--- config.mk ---
export PLATFORM = sky130hd
export DESIGN_NAME = fetch_stage
export DESIGN_NICKNAME = d
export VERILOG_FILES = /design/src/rtl/fetch_pkg.sv /design/src/rtl/pc_reg.sv /design/src/rtl/fetch_stage.sv
export SDC_FILE = /design/constraint.sdc
export NUM_CORES = 1
export LEC_CHECK = 0
export BUFFER_PORTS_ARGS = -buffer_cell sky130_fd_sc_hd__buf_2
export CORE_ASPECT_RATIO = 1.25
export CORE_MARGIN = 4
export CORE_UTILIZATION = 46
export CTS_CLUSTER_DIAMETER = 80
export DETAILED_ROUTE_END_ITERATION = 12
export PLACE_DENSITY_LB_ADDON = 0.1
export SETUP_SLACK_MARGIN = 0.2
export SLEW_MARGIN = 40
export SYNTH_ARGS = -nofsm -noshare
export SYNTH_HDL_FRONTEND = slang
export SYNTH_SLANG_ARGS = --single-unit
--- constraint.sdc ---
create_clock -name clk -period 5.5 [get_ports clk]
set_input_delay 1.65 -clock clk [delete_from_list [all_inputs] [get_ports clk]]
set_output_delay 1.65 -clock clk [all_outputs]
set_load 0.005 [all_outputs]
--- src/rtl/fetch_pkg.sv ---
// Shared types and constants for the femtoRV32 instruction-fetch stage.
package fetch_pkg;
    localparam int          XLEN     = 32;
    localparam logic [31:0] NOP_INST = 32'h0000_0013;

    typedef enum logic [1:0] {BOOT, RUN, BUBBLE} fetch_state_t;

    typedef struct packed {
        logic            valid;
        logic [XLEN-1:0] pc;
        logic [XLEN-1:0] pc4;
        logic [XLEN-1:0] inst;
    } ifid_t;
endpackage

--- src/rtl/pc_reg.sv ---
// Program counter flop with next-PC selection: sequential +4 or word-aligned redirect target.
module pc_reg
    import fetch_pkg::*;
#(
    parameter logic [XLEN-1:0] RESET_PC = '0
) (
    input  logic            clk,
    input  logic            rst,
    input  logic            en_i,
    input  logic            redirect_i,
    input  logic [XLEN-1:0] redirect_pc_i,
    output logic [XLEN-1:0] pc_o
);
    logic [XLEN-1:0] pc_q, pc_d;

    // Targets are forced word-aligned; misaligned low bits are dropped without a trap.
    assign pc_d = redirect_i ? (redirect_pc_i & ~XLEN'(3)) : pc_q + XLEN'(4);

    always_ff @(posedge clk or posedge rst) begin
        if (rst)       pc_q <= RESET_PC;
        else if (en_i) pc_q <= pc_d;
    end

    assign pc_o = pc_q;
endmodule

--- src/rtl/fetch_stage.sv ---
// IF stage: PC, ROM addressing, IF/ID register, boot/redirect bubble FSM.
// Optional FETCH_PERF_CNT_EN adds perf_fetched / perf_bubbles counters.
module fetch_stage
    import fetch_pkg::*;
#(
    parameter logic [31:0] RESET_PC = 32'h0000_0000,
    parameter int          AW       = 6
) (
    input  logic          clk,
    input  logic          rst,
    input  logic          stall,
    input  logic          redirect,
    input  logic [31:0]   redirect_pc,
    output logic [AW-1:0] imem_addr,
    input  logic [31:0]   imem_data,
    output logic          ifid_valid,
    output logic [31:0]   ifid_pc,
    output logic [31:0]   ifid_pc4,
    output logic [31:0]   ifid_inst
`ifdef FETCH_PERF_CNT_EN
    ,
    output logic [31:0]   perf_fetched,
    output logic [31:0]   perf_bubbles
`endif
);
    localparam ifid_t IFID_BUBBLE = '{valid: 1'b0, pc: '0, pc4: '0, inst: NOP_INST};

    fetch_state_t state_q, state_d;
    ifid_t        ifid_q, ifid_d;
    logic [31:0]  pc, pc4;
    logic         fetch_we, bubble_we, pc_en;

    // BOOT holds the PC so the first real fetch is from RESET_PC one edge later.
    assign pc_en = (state_q != BOOT) && (!stall || redirect);

    pc_reg #(.RESET_PC(RESET_PC)) u_pc (
        .clk          (clk),
        .rst          (rst),
        .en_i         (pc_en),
        .redirect_i   (redirect),
        .redirect_pc_i(redirect_pc),
        .pc_o         (pc)
    );

    assign pc4       = pc + 32'd4;
    assign imem_addr = pc[AW+1:2];

    always_comb begin
        state_d   = state_q;
        fetch_we  = 1'b0;
        bubble_we = 1'b0;
        case (state_q)
            BOOT: begin
                state_d   = RUN;
                bubble_we = 1'b1;
            end
            default: begin
                if (redirect) begin
                    state_d   = BUBBLE;
                    bubble_we = 1'b1;
                end else if (!stall) begin
                    state_d  = RUN;
                    fetch_we = 1'b1;
                end
            end
        endcase
        ifid_d = ifid_q;
        if (bubble_we) ifid_d = IFID_BUBBLE;
        if (fetch_we)  ifid_d = '{valid: 1'b1, pc: pc, pc4: pc4, inst: imem_data};
    end

    always_ff @(posedge clk or posedge rst) begin
        if (rst) begin
            state_q <= BOOT;
            ifid_q  <= IFID_BUBBLE;
        end else begin
            state_q <= state_d;
            ifid_q  <= ifid_d;
        end
    end

    assign ifid_valid = ifid_q.valid;
    assign ifid_pc    = ifid_q.pc;
    assign ifid_pc4   = ifid_q.pc4;
    assign ifid_inst  = ifid_q.inst;

`ifdef FETCH_PERF_CNT_EN
    logic [31:0] fetched_q, bubbles_q;

    always_ff @(posedge clk or posedge rst) begin
        if (rst) begin
            fetched_q <= '0;
            bubbles_q <= '0;
        end else begin
            if (fetch_we)  fetched_q <= fetched_q + 32'd1;
            if (bubble_we) bubbles_q <= bubbles_q + 32'd1;
        end
    end

    assign perf_fetched = fetched_q;
    assign perf_bubbles = bubbles_q;
`endif
endmodule
==> impl_metrics.csv <==
group,metric,value,unit
sta,setup_viol,0,
placed_design,dpl_cell_area,6540,µm²
final_layout,fin_nets,749,
final_layout,area_delta_synth_final,25.2,%
synth,yosysTopAreaCell,"dfrtp_1",
synth,synth_area,5720,µm²
sta,fmax,291,MHz
synth,yosys_warnings,0,
worst_hold_path,min_from,"ifid_pc4[21]$_DFFE_PP0P_",
sta,min_period,3.44,ns
synth,ys_async_sr_fraction,1.00,
drt,routed_wirelength,16.1,mm
final_layout,diodes,0,
worst_hold_path,hold_class,"reg -> reg",
synth,synth_edf_count,0,
drt,vias,4928,
synth,synth_area_leaders,"dfrtp_1 (53%), a22o_1 (9.9%), o21ai_0 (3.5%)",
power_and_ir_drop,p_total,2650,µW
worst_setup_path,end_kind,"flop",
drt,ant_nets,0,
synth,synth_cell_types,51,
final_layout,seq_area,3130,µm²
sta,skew,0.00857,ns
sta,slew_viol_final,0,
sta,hold_viol,0,
flow_run,maxCapViolCount,0,
grt,grt-ovfl-total,0,
synth,yosys_most_used_dff,"dfrtp_1",
die,io_pins,171,
clock_tree,htreeDepth,4,
clock_tree,cts_resized,0,
grt,grt_max_degree,69,
worst_setup_path,cp.required,5.84,ns
sta,slew_headroom,0.533,
die,rows,45,
clock_tree,clkTransAtPathRegs,0.05,ns
sta,worstMarginPinSlew,0.698,ns
drt,avgRoutedWirePerCell,18.8,µm
clock_tree,postCtsSetupRepairBufs,0,
synth,yosysMostFrequentCell,"dfrtp_1",
grt,antenna_found_initial,0,
synth,netlist_instances,550,
grt,grt_pass1_vias,4893,
worst_hold_path,worstHoldPathCells,2,
sta,finalCritPeriodShare,0.625,
outcome,status,"complete, no violations",
sta,holdWs,0.471,ns
die,fp.dieH,133,µm
sta,tns,0,ns
clock_tree,cts.path.max_buffers,2,
clock_tree,cts_hold_buf,0,
clock_tree,root_buffer,"clkbuf_16",
clock_tree,cts_buffers,17,
grt,grt_pass1_wl,25.6,mm
die,core_area,12200,µm²
placed_design,io_buffers,164,
die,fp.dieW,108,µm
worst_setup_path,worstPathMaxFanout,65,
final_layout,finalInstanceArea,7160,µm²
final_layout,multi_input_area,2300,µm²
worst_setup_path,rr_startpoint,"u_pc.pc_o[2]$_DFFE_PP0N_",
final_layout,fillers,1110,
final_layout,final_core_util,0.589,
drt,drcViolationCount,0,
worst_setup_path,worstSetupPathType,"in -> reg",
worst_setup_path,crit_arrival,3.78,ns
placed_design,hpwl,10.9,mm
clock_tree,insertion_delay,0.41,ns
synth,syn_avg_cell_area,10.4,µm²
clock_tree,cts.sinks,125,
worst_setup_path,start_kind,"input port",
grt,grt_usage,0.225,
drt,drt_iter0_drc,299,
synth,ys_seq_area_frac,0.547,
final_layout,drive_gt1_frac,0.306,
synth,synth_top_area_frac,0.533,
synth,synth_common_cells,"dfrtp_1 (122), a22o_1 (65), nand2_1 (51)",
power_and_ir_drop,power_density,370,nW/µm²
synth,ys_ff_latch,125,
power_and_ir_drop,p_leak,0.00349,µW
power_and_ir_drop,vdd_drop_max,182,µV
clock_tree,cts_tree,"yes",
worst_setup_path,rr_worst_depth,6,
worst_setup_path,r2r_end,"ifid_pc4[28]$_DFFE_PP0P_",
die,initial_utilization,0.471,
worst_hold_path,min_to,"ifid_pc4[21]$_DFFE_PP0P_",
drt,via_per_inst,5.75,
sta,rsz0062_at_grt,"no",
die,dieArea,14300,µm²
worst_setup_path,reg2reg_slack,2.79,ns
placed_design,place_congestion,0.834,
drt,first_pass_iters,5,
-- kinds of logic (layout without fill, tap and decap cells) --
logic type,after synthesis,count (layout),share of synthesized area
buf+inv,69,209,0.0560
xor+xnor,25,25,0.0383
mux,1,1,0.00175
fa+ha+maj,1,1,0.00219
flops,125,125,0.547
compound gates,171,171,0.216
other cells,1,4,0.000655
simple gates,157,157,0.138
-- per-stage QoR --
stage                     instances  worst slack [ns]
after floorplan                 553             0.527
after global placement          824              1.58
after detailed placement        824              1.64
after CTS                       856              2.08
after global routing            857              1.92
final                           857              2.06
-- flip-flops by register name (all words and copies together), names as in the netlist --
name / cells
ifid_inst: 32
ifid_pc: 30
ifid_pc4: 30
ifid_valid: 1
state_q: 2
u_pc.pc_o: 30
-- power by group --
part / internal (µW) / switching [µW]
clock: 719 / 399
sequential: 1020 / 125
combinational: 174 / 212
total: 1910 / 735
-- final cells by class --
cell class,count,area share
clock buffer,20,0.0624
timing repair buffer,171,0.126
tap,164,0.0286
sequential,125,0.437
multi-input combinational,359,0.321
inverter,6,0.00384
clock inverter,12,0.0203
-- layout by cell type, fill, tap and decap left out, types with 4 or more instances in the layout --
master,Yosys,routed
nor4_1,9,9
buf_4,13,5
and4_1,5,5
o22ai_1,8,8
conb_1,1,4
xor2_1,10,10
o22a_1,5,5
a22oi_1,5,5
a21oi_1,19,19
nor3_1,24,22
o21ai_0,40,40
a21o_1,6,6
and3_1,4,4
nor2_1,24,24
dfrtp_1,122,122
nand2_1,51,50
buf_2,4,164
clkbuf_16,0,17
clkinvlp_4,0,4
inv_1,5,4
nand3_1,11,11
a22o_1,65,65
nand4_1,12,12
xnor2_1,15,15
a311oi_1,5,5
o31a_1,4,4
clkinv_2,0,5
-- worst max-delay path by stage --
stage,from,to,slack [ns],cells after the start
2_1_floorplan,rst,ifid_inst[10]$_DFFE_PP0P_,0.53,1
3_3_place_gp,redirect,ifid_pc4[26]$_DFFE_PP0P_,1.58,5
3_5_place_dp,stall,ifid_inst[21]$_DFFE_PP0P_,1.64,5
4_1_cts,redirect,u_pc.pc_o[29]$_DFFE_PP0N_,2.08,5
5_1_grt,stall,ifid_pc4[27]$_DFFE_PP0P_,1.92,6
6_report,stall,ifid_inst[20]$_DFFE_PP0P_,2.06,5
-- layer usage --
layer / global-route usage / up-vias / wire, µm
met5: 0 / - / 0
li1: - / 2274 / -
met4: 0.0821 / 0 / 389
met2: 0.371 / 210 / 7820
met1: 0.293 / 2416 / 6830
met3: 0.0459 / 28 / 1080
-- worst max-delay path, stage by stage --
cell	delay [ns]
buf_2	0.44
clkinv_1	0.50
nor3_2	0.30
buf_4	0.58
a22o_1	0.26
No activity file was read; power rests on OpenSTA's default activity.
